--- src/rtl/muldiv_unit.sv ---
// Iterative MIPS mult/multu/div/divu unit: 32-cycle shift-add multiply, restoring divide.
// Latency 34 cycles start-to-idle; start is ignored while busy and flush aborts without writing.
module muldiv_unit #(
  parameter int ITER = 32
) (
  input  logic        clk,
  input  logic        rst_n,
  input  logic        start,
  input  logic [1:0]  op,
  input  logic [31:0] srcA,
  input  logic [31:0] srcB,
  input  logic        flush,
  output logic        busy,
  output logic        multWe,
  output logic [63:0] busmult
);

  localparam int CW = $clog2(ITER);
  localparam logic [CW-1:0] LAST = CW'(ITER - 1);

  typedef enum logic [1:0] {S_IDLE, S_CALC, S_FIX, S_DONE} state_t;

  state_t        state_q, state_d;
  logic [1:0]    op_q, op_d;
  logic          sa_q, sa_d, sb_q, sb_d, dz_q, dz_d;
  logic [31:0]   srca_q, srca_d;
  logic [31:0]   opnd_q, opnd_d;
  logic [63:0]   acc_q, acc_d;
  logic [CW-1:0] cnt_q, cnt_d;
  logic [63:0]   busmult_q, busmult_d;

  logic          in_signed, in_sa, in_sb;
  logic [31:0]   abs_a, abs_b;
  logic [32:0]   mul_sum, div_shift, div_trial;
  logic [31:0]   quo_fix, rem_fix;
  logic [63:0]   result;

  always_ff @(posedge clk) begin
    if (!rst_n) state_q <= S_IDLE;
    else        state_q <= state_d;
  end

  always_comb begin
    state_d = state_q;
    if (flush) begin
      state_d = S_IDLE;
    end else begin
      case (state_q)
        S_IDLE:  if (start) state_d = S_CALC;
        S_CALC:  if (cnt_q == LAST) state_d = S_FIX;
        S_FIX:   state_d = S_DONE;
        default: state_d = S_IDLE;
      endcase
    end
  end

  always_comb begin
    busy   = (state_q != S_IDLE);
    multWe = (state_q == S_DONE);
  end

  // op[0] = 0 selects the signed flavour for both mult and div
  always_comb begin
    in_signed = ~op[0];
    in_sa     = in_signed & srcA[31];
    in_sb     = in_signed & srcB[31];
    abs_a     = in_sa ? -srcA : srcA;
    abs_b     = in_sb ? -srcB : srcB;
  end

  always_comb begin
    mul_sum   = acc_q[0] ? ({1'b0, acc_q[63:32]} + {1'b0, opnd_q}) : {1'b0, acc_q[63:32]};
    div_shift = {acc_q[63:31]};
    div_trial = div_shift - {1'b0, opnd_q};
    quo_fix   = (sa_q ^ sb_q) ? -acc_q[31:0] : acc_q[31:0];
    rem_fix   = sa_q ? -acc_q[63:32] : acc_q[63:32];
    if (!op_q[1])  result = (sa_q ^ sb_q) ? -acc_q : acc_q;
    else if (dz_q) result = {srca_q, 32'hFFFF_FFFF};
    else           result = {rem_fix, quo_fix};
  end

  always_comb begin
    op_d      = op_q;
    sa_d      = sa_q;
    sb_d      = sb_q;
    dz_d      = dz_q;
    srca_d    = srca_q;
    opnd_d    = opnd_q;
    acc_d     = acc_q;
    cnt_d     = cnt_q;
    busmult_d = busmult_q;
    case (state_q)
      S_IDLE: begin
        if (start && !flush) begin
          op_d   = op;
          sa_d   = in_sa;
          sb_d   = in_sb;
          dz_d   = op[1] & (srcB == 32'd0);
          srca_d = srcA;
          cnt_d  = '0;
          // mult: multiplicand in opnd, multiplier seeds the low half; div: dividend low, divisor in opnd
          opnd_d = op[1] ? abs_b : abs_a;
          acc_d  = {32'd0, op[1] ? abs_a : abs_b};
        end
      end
      S_CALC: begin
        cnt_d = cnt_q + 1'b1;
        if (!op_q[1]) acc_d = {mul_sum, acc_q[31:1]};
        else if (!div_trial[32]) acc_d = {div_trial[31:0], acc_q[30:0], 1'b1};
        else acc_d = {div_shift[31:0], acc_q[30:0], 1'b0};
      end
      S_FIX: begin
        if (!flush) busmult_d = result;
      end
      default: ;
    endcase
  end

  always_ff @(posedge clk) begin
    if (!rst_n) begin
      op_q      <= '0;
      sa_q      <= 1'b0;
      sb_q      <= 1'b0;
      dz_q      <= 1'b0;
      srca_q    <= '0;
      opnd_q    <= '0;
      acc_q     <= '0;
      cnt_q     <= '0;
      busmult_q <= '0;
    end else begin
      op_q      <= op_d;
      sa_q      <= sa_d;
      sb_q      <= sb_d;
      dz_q      <= dz_d;
      srca_q    <= srca_d;
      opnd_q    <= opnd_d;
      acc_q     <= acc_d;
      cnt_q     <= cnt_d;
      busmult_q <= busmult_d;
    end
  end

  assign busmult = busmult_q;

endmodule
--- config.mk ---
export PLATFORM = sky130hd
export DESIGN_NAME = muldiv_unit
export DESIGN_NICKNAME = d
export VERILOG_FILES = /design/src/rtl/muldiv_unit.sv
export SDC_FILE = /design/constraint.sdc
export NUM_CORES = 1
export LEC_CHECK = 0
export CORE_MARGIN = 4
export CORE_UTILIZATION = 40
export CTS_BUF_LIST = sky130_fd_sc_hd__clkbuf_8
export DETAILED_ROUTE_END_ITERATION = 8
export PLACE_DENSITY = 0.65
export SYNTH_ARGS = -nofsm -noshare
export SYNTH_HDL_FRONTEND = slang
export SYNTH_SLANG_ARGS = --single-unit
--- constraint.sdc ---
create_clock -name clk -period 3.2 [get_ports clk]
set_input_delay 0.64 -clock clk [delete_from_list [all_inputs] [get_ports clk]]
set_output_delay 0.64 -clock clk [all_outputs]
set_load 0.05 [all_outputs]
== After elaboration in Yosys (flattened, before gate mapping) ==
Index checks and enable logic that the tools add are counted.
Widths: inputs -> output; s select.

* Register bits: 204
* Word-level logic and storage cells: 62

* Add/sub/neg operators: 8
* Eq/ne operators: 7
* Mux-type cells: 19
* Bitwise gates (word level): 7
* Reductions and logical operators: 11

{| class="wikitable"
|+ Operator list
! kind !! number
|-
| $mux 64 || 6
|-
| $mux 32 || 6
|-
| $neg 32->32 || 4
|-
| $pmux 64 s2 || 1
|-
| $neg 64->64 || 1
|-
| $add 32x32->33 || 1
|-
| $mux 33 || 1
|-
| $sub 33x32->33 || 1
|-
| $logic_not 32->1 || 1
|-
| $pmux 5 s2 || 1
|-
| $reduce_and 2->1 || 4
|-
| $ne 2x2->1 const B || 3
|-
| $pmux 2 s3 || 1
|-
| $add 5x1->5 const B || 1
|-
| $eq 5x5->1 const B || 1
|-
| $mux 5 || 1
|-
| $eq 2x2->1 const B || 2
|-
| $mux 2 || 2
|-
| $reduce_bool 2->1 || 2
|-
| $and 1x1->1 || 3
|-
| $not 1->1 || 3
|-
| $eq 2x1->1 const B || 1
|-
| $logic_not 2->1 || 1
|-
| $reduce_or 2->1 || 1
|-
| 3 further kinds || 3
|}

== Depth between registers and ports, before layout ==
* Word-level depth: 6
* Gate-level depth with buffers: 15

== Worst setup path after synthesis ==
Ideal clock, no wire load.

* Path kind: register to register
* From: reg acc_q[33]
* To: reg busmult_q[52], in the netlist busmult[52]
* Library setup time: 132 ps
* Data arrival time: 3335 ps
* Required time: 3068 ps
* Path slack: -267 ps
* Cell stages (with the launch flop): 14
* Buffers on the path: 2
* Period minus slack after synthesis: 3467 ps
* Cell sequence: dfxtp_1 clkbuf_1 inv_1 ha_1 or3b_4 or3_4 or3_1 buf_2 or4_4 or2_4 o21ai_1 mux2_2 o221ai_1 a21oi_1

* Cells in the longest elaborated chain, start to end: 4
* Elaborated cells on any way between the ends: 6
* Classes of those cells: add/sub (2); mux (4)

{| class="wikitable"
|+ Ends and longest elaborated chain
! element !! line !! RTL
|-
| start: declaration || 28 || <nowiki>logic [63:0] acc_q, acc_d;</nowiki>
|-
| start signal: assignment || 127 || <nowiki>acc_q <= '0;</nowiki>
|-
| start signal: assignment || 137 || <nowiki>acc_q <= acc_d;</nowiki>
|-
| $neg 32->32 || 76 || <nowiki>rem_fix = sa_q ? -acc_q[63:32] : acc_q[63:32];</nowiki>
|-
| $mux 32 || 76 ||
|-
| $mux 64 || 78 || <nowiki>else if (dz_q) result = {srca_q, 32'hFFFF_FFFF};</nowiki>
|-
| $mux 64 (*) || 77 || <nowiki>if (!op_q[1]) result = (sa_q ^ sb_q) ? -acc_q : acc_q;</nowiki>
|-
| end signal: assignment || 139 || <nowiki>busmult_q <= busmult_d;</nowiki>
|-
| end: declaration || 30 || <nowiki>logic [63:0] busmult_q, busmult_d;</nowiki>
|}

Mark *: on every way between the ends. The rest lies on a longest branch, timed or not.
A chain may end at the register's enable or synchronous reset.

== Final worst setup path ==
Same ends and word-level chain as after synthesis.

==> flow_metrics.py <==
metrics = {
    "outcome": {
        "status": "complete, but fails checks",
        "violations": "setup timing",
    },
    "final_layout": {
        "nFillCells": 3833,
        "fin_util_pct": 53.4,
        "area_growth_pct": 31.1,
        "finalNetCount": 2710,
        "drive_gt1_share_pct": 18.9,
    },
    "global_routing": {
        "antenna_found_initial": 2,
        "grt_usage_pct": 28.3,
        "grt_pass1_vias": 17200,
        "gr-total-overflow": 0,
        "grt_max_degree": 68,
        "grt_pass1_wl_mm": 100,
    },
    "yosys": {
        "yosysWarningCount": 0,
        "synth_adder_area_share_pct": 5.94,
        "synth_mux_area_share_pct": 5.09,
        "synthXorXnorAreaFrac_pct": 9.70,
        "synth-edff-count": 0,
        "yosys.area_share.simple_pct": 19.9,
        "syn_inst": 2255,
        "synth_top_family_by_area": "compound AO/OA/AOI/OAI gates",
        "ys_top_cells_by_area": "dfxtp_1, a21oi_1, nand2_1",
        "yosysTopAreaCell": "dfxtp_1",
        "postSynthAreaPerCell_um2": 7.21,
        "async_flop_share_pct": 0,
        "netlist.area_leader.share_pct": 25.0,
        "seq_area_frac_synth_pct": 25.0,
        "synth-compound-area-share_pct": 28.6,
        "ys.flop_type": "dfxtp_1",
        "synth_nets": 2401,
        "synth_cell_types": 77,
        "synth-seq-cells": 203,
        "syn-cell-area_um2": 16300,
    },
    "sta": {
        "max_slew_margin_pct": 47.4,
        "rsz0062_at_grt": "true",
        "holdWs_ns": 0.456,
        "clock_skew_ns": 0.0282,
        "tightestPinTransition_ns": 0.789,
        "layout_setup_ws_ns": -0.0209,
        "layout_min_cycle_time_ns": 3.22,
        "hold_viol": 0,
        "setup_viol_count_final": 1,
        "period_share_pct": 101,
        "fmax_mhz": 310,
        "final_max_slew_viol_count": 0,
    },
    "worst_setup_path": {
        "crit_cells": 12,
        "cpPeakStageDelay_ns": 0.43,
        "cp_top_family": "simple AND/OR/NAND/NOR gates",
        "rrSetupSlack_ns": -0.02,
        "cp-end-kind": "register",
        "critPathMaxFanout": 4,
        "critPathBufInv": 1,
        "setup.worst_path.start": "acc_q[33]",
        "worstPathArrival_ns": 3.64,
        "path_cells": "inv_4 > ha_4 > or3b_4 > or3_4 > or3_4 > or4_4 > or2_4 > nand3b_1 > a31oi_2 > mux2_4 > o221ai_4 > a21oi_2",
        "r2r_cells": 12,
        "worst_path_most_repeated_cell": "or3_4",
        "slowest_stage": "or4_4",
        "required_ns": 3.62,
        "r2r-end": "busmult[52]",
        "critPathLaunchType": "register",
        "reg2reg_from": "acc_q[33]",
        "critPathKind": "reg2reg",
        "crit_path_end": "busmult[52]",
    },
    "power_and_ir_drop": {
        "p_leak_nw": 8.43,
        "switching_share_pct": 34.6,
        "p_comb_share_pct": 28.9,
        "p_per_area_nw_per_um2": 352,
        "p_sw_mw": 2.59,
        "p_int_mw": 4.90,
        "pwr-share-clk_pct": 34.7,
        "power_frac_seq_pct": 36.5,
        "ir_drop_mv": 0.279,
        "finalPower_mw": 7.50,
    },
    "floorplan": {
        "die_h_um": 210,
        "die_area_um2": 43900,
        "start_util_pct": 40.7,
        "rows": 73,
        "die_x_um": 210,
        "ios": 136,
        "coreArea_um2": 39900,
    },
    "placed_design": {
        "io_buffers": 135,
        "place.gp.congestion": 1.02,
        "dp_hpwl_mm": 50.8,
        "preCtsSetupSlack_ns": -0.514,
    },
    "route": {
        "avgRoutedWirePerCell_um": 21.1,
        "drc": 0,
        "first_pass_iters": 6,
        "drt_iter0_drc": 1881,
        "ant_nets": 0,
        "vias": 18300,
        "avgViaCountPerCell": 5.87,
        "routed_wl_mm": 65.9,
    },
    "job": {
        "max-cap-violations": 0,
    },
    "clocking": {
        "clkSinkCount": 203,
        "clockBufferDepth": 3,
        "cts_made_buffers": 38,
        "cts_tree": "yes",
        "worstSkewPairLatency_ns": 0.57,
        "ctsRootBufferMaster": "clkbuf_8",
        "clk_pin_slew_ns": 0.06,
        "cts_max_level": 2,
    },
    "worst_hold_path": {
        "min_path_type": "reg2reg",
    },
}
through the flow:
step / setup TNS [ns] / cell area, µm² / std cells
after global routing: -0.470 / 21300 / 3118
after detailed placement: -15.17 / 20000 / 3035
after floorplan: -0.0933 / 16300 / 2255
after global placement: -11.39 / 20000 / 3035
final: -0.0209 / 21300 / 3120
after CTS: -0.0500 / 20900 / 3106
flip-flops by register name, indices dropped and copies added (netlist names):
| signal | count |
|---|---|
| opnd_q | 32 |
| op_q | 1 |
| state_q | 2 |
| sb_q | 1 |
| sa_q | 1 |
| acc_q | 64 |
| busmult | 64 |
| cnt_q | 5 |
| dz_q | 1 |
| srca_q | 32 |
routing by layer:
layer	GRT usage, %	vias to the layer above	part of all wire, %
met5	0	-	0.024
met4	10.0	2	4.3
met3	5.05	166	8.2
met2	44.6	812	44
met1	38.9	8602	43
li1	-	8722	-
worst min path at each step:
stage	start	end	slack (ns)	cells past startpoint
2_1_floorplan	srca_q[14]	srca_q[14]	0.43	2
3_3_place_gp	busmult[63]	busmult[63]	0.44	2
3_5_place_dp	busmult[61]	busmult[61]	0.45	2
4_1_cts	srca_q[28]	srca_q[28]	0.46	2
5_1_grt	busmult[45]	busmult[45]	0.48	2
6_report	srca_q[28]	srca_q[28]	0.46	2
layout by cell type, fill, tap and decap left out, drive strengths merged, types with 6 or more instances in the layout:
cell,count
nand3,32
nand2b,21
o41ai,9
ha,74
a21oi,268
o21a,12
and3,17
nand4,13
a31oi,27
nor2,164
or2,9
mux2,21
o221ai,8
a21o,28
clkdlybuf4s50,133
nor4,20
dfxtp,203
o311ai,6
a22oi,9
nand2,284
inv,86
mux2i,59
clkinv,13
nor2b,22
a211oi,61
or3,17
a211o,7
clkbuf,51
buf,302
xnor2,108
or4,16
xor2,72
nor3,64
o21ai,196
and2,12
o21bai,6
o211ai,50
o31ai,25
power groups by stage:
stage | logic, mW | clock network (mW) | registers [mW]
6_report | 2.16 | 2.60 | 2.73
5_1_grt | 2.32 | 2.73 | 2.74
4_1_cts | 2.05 | 2.63 | 2.73
3_5_place_dp | 2.01 | 0 | 2.78
3_3_place_gp | 1.99 | 0 | 2.78
2_1_floorplan | 1.17 | 0 | 2.76
Yosys cell counts (6+ instances only):
master	instances
a22oi_1	9
a211o_1	7
a21oi_1	268
o31ai_1	25
and3_1	17
o21ai_0	192
nand2_1	284
o311ai_0	6
nor3_1	63
or3_1	16
nor2_1	164
nand3_1	32
o21a_1	12
or2_2	7
o41ai_1	9
o211ai_1	50
ha_1	74
mux2_2	21
dfxtp_1	203
a31oi_1	27
o21bai_1	6
or4_1	15
and2_1	12
clkbuf_1	146
nor4_1	20
mux2i_1	59
inv_1	77
nand2b_1	21
o221ai_1	8
nor2b_1	22
xor2_1	72
a211oi_1	61
nand4_1	13
buf_1	14
xnor2_1	108
a21o_1	28
cells by family after synthesis:
group,after synthesis
muxes,80
buffers and inverters,248
xor gates and xnor gates,180
and+or+nand+nor,704
adders and majority gates,76
DFF,203
AOI/OAI and AO/OA,764
cell type report:
| cell class | instances | area (µm²) | area share, % |
|---|---|---|---|
| multi-input combinational | 1804 | 11700 | 55.1 |
| sequential | 203 | 4080 | 19.1 |
| timing repair buffer | 437 | 3750 | 17.6 |
| antenna | 2 | 5.00 | 0.0235 |
| clock buffer | 49 | 674 | 3.16 |
| clock inverter | 20 | 92.6 | 0.434 |
| tap | 525 | 657 | 3.08 |
| inverter | 80 | 304 | 1.43 |
tightest hold or removal path: stages, from the launching register on:
cell     delay, ns
dfxtp_1       0.31
nand2_1       0.05
a21oi_1       0.05
timing repair:
| action | 4_1_cts | 5_1_grt |
|---|---|---|
| gates resized for setup | 34 | 73 |
| hold buffers | 0 | 0 |
| setup buffers | 2 | 11 |
| cloned | 0 | 2 |
| pin swaps | 10 | 22 |
| endpoints found under the setup margin | 36 | 53 |
Power figures use the tool's default switching activity.
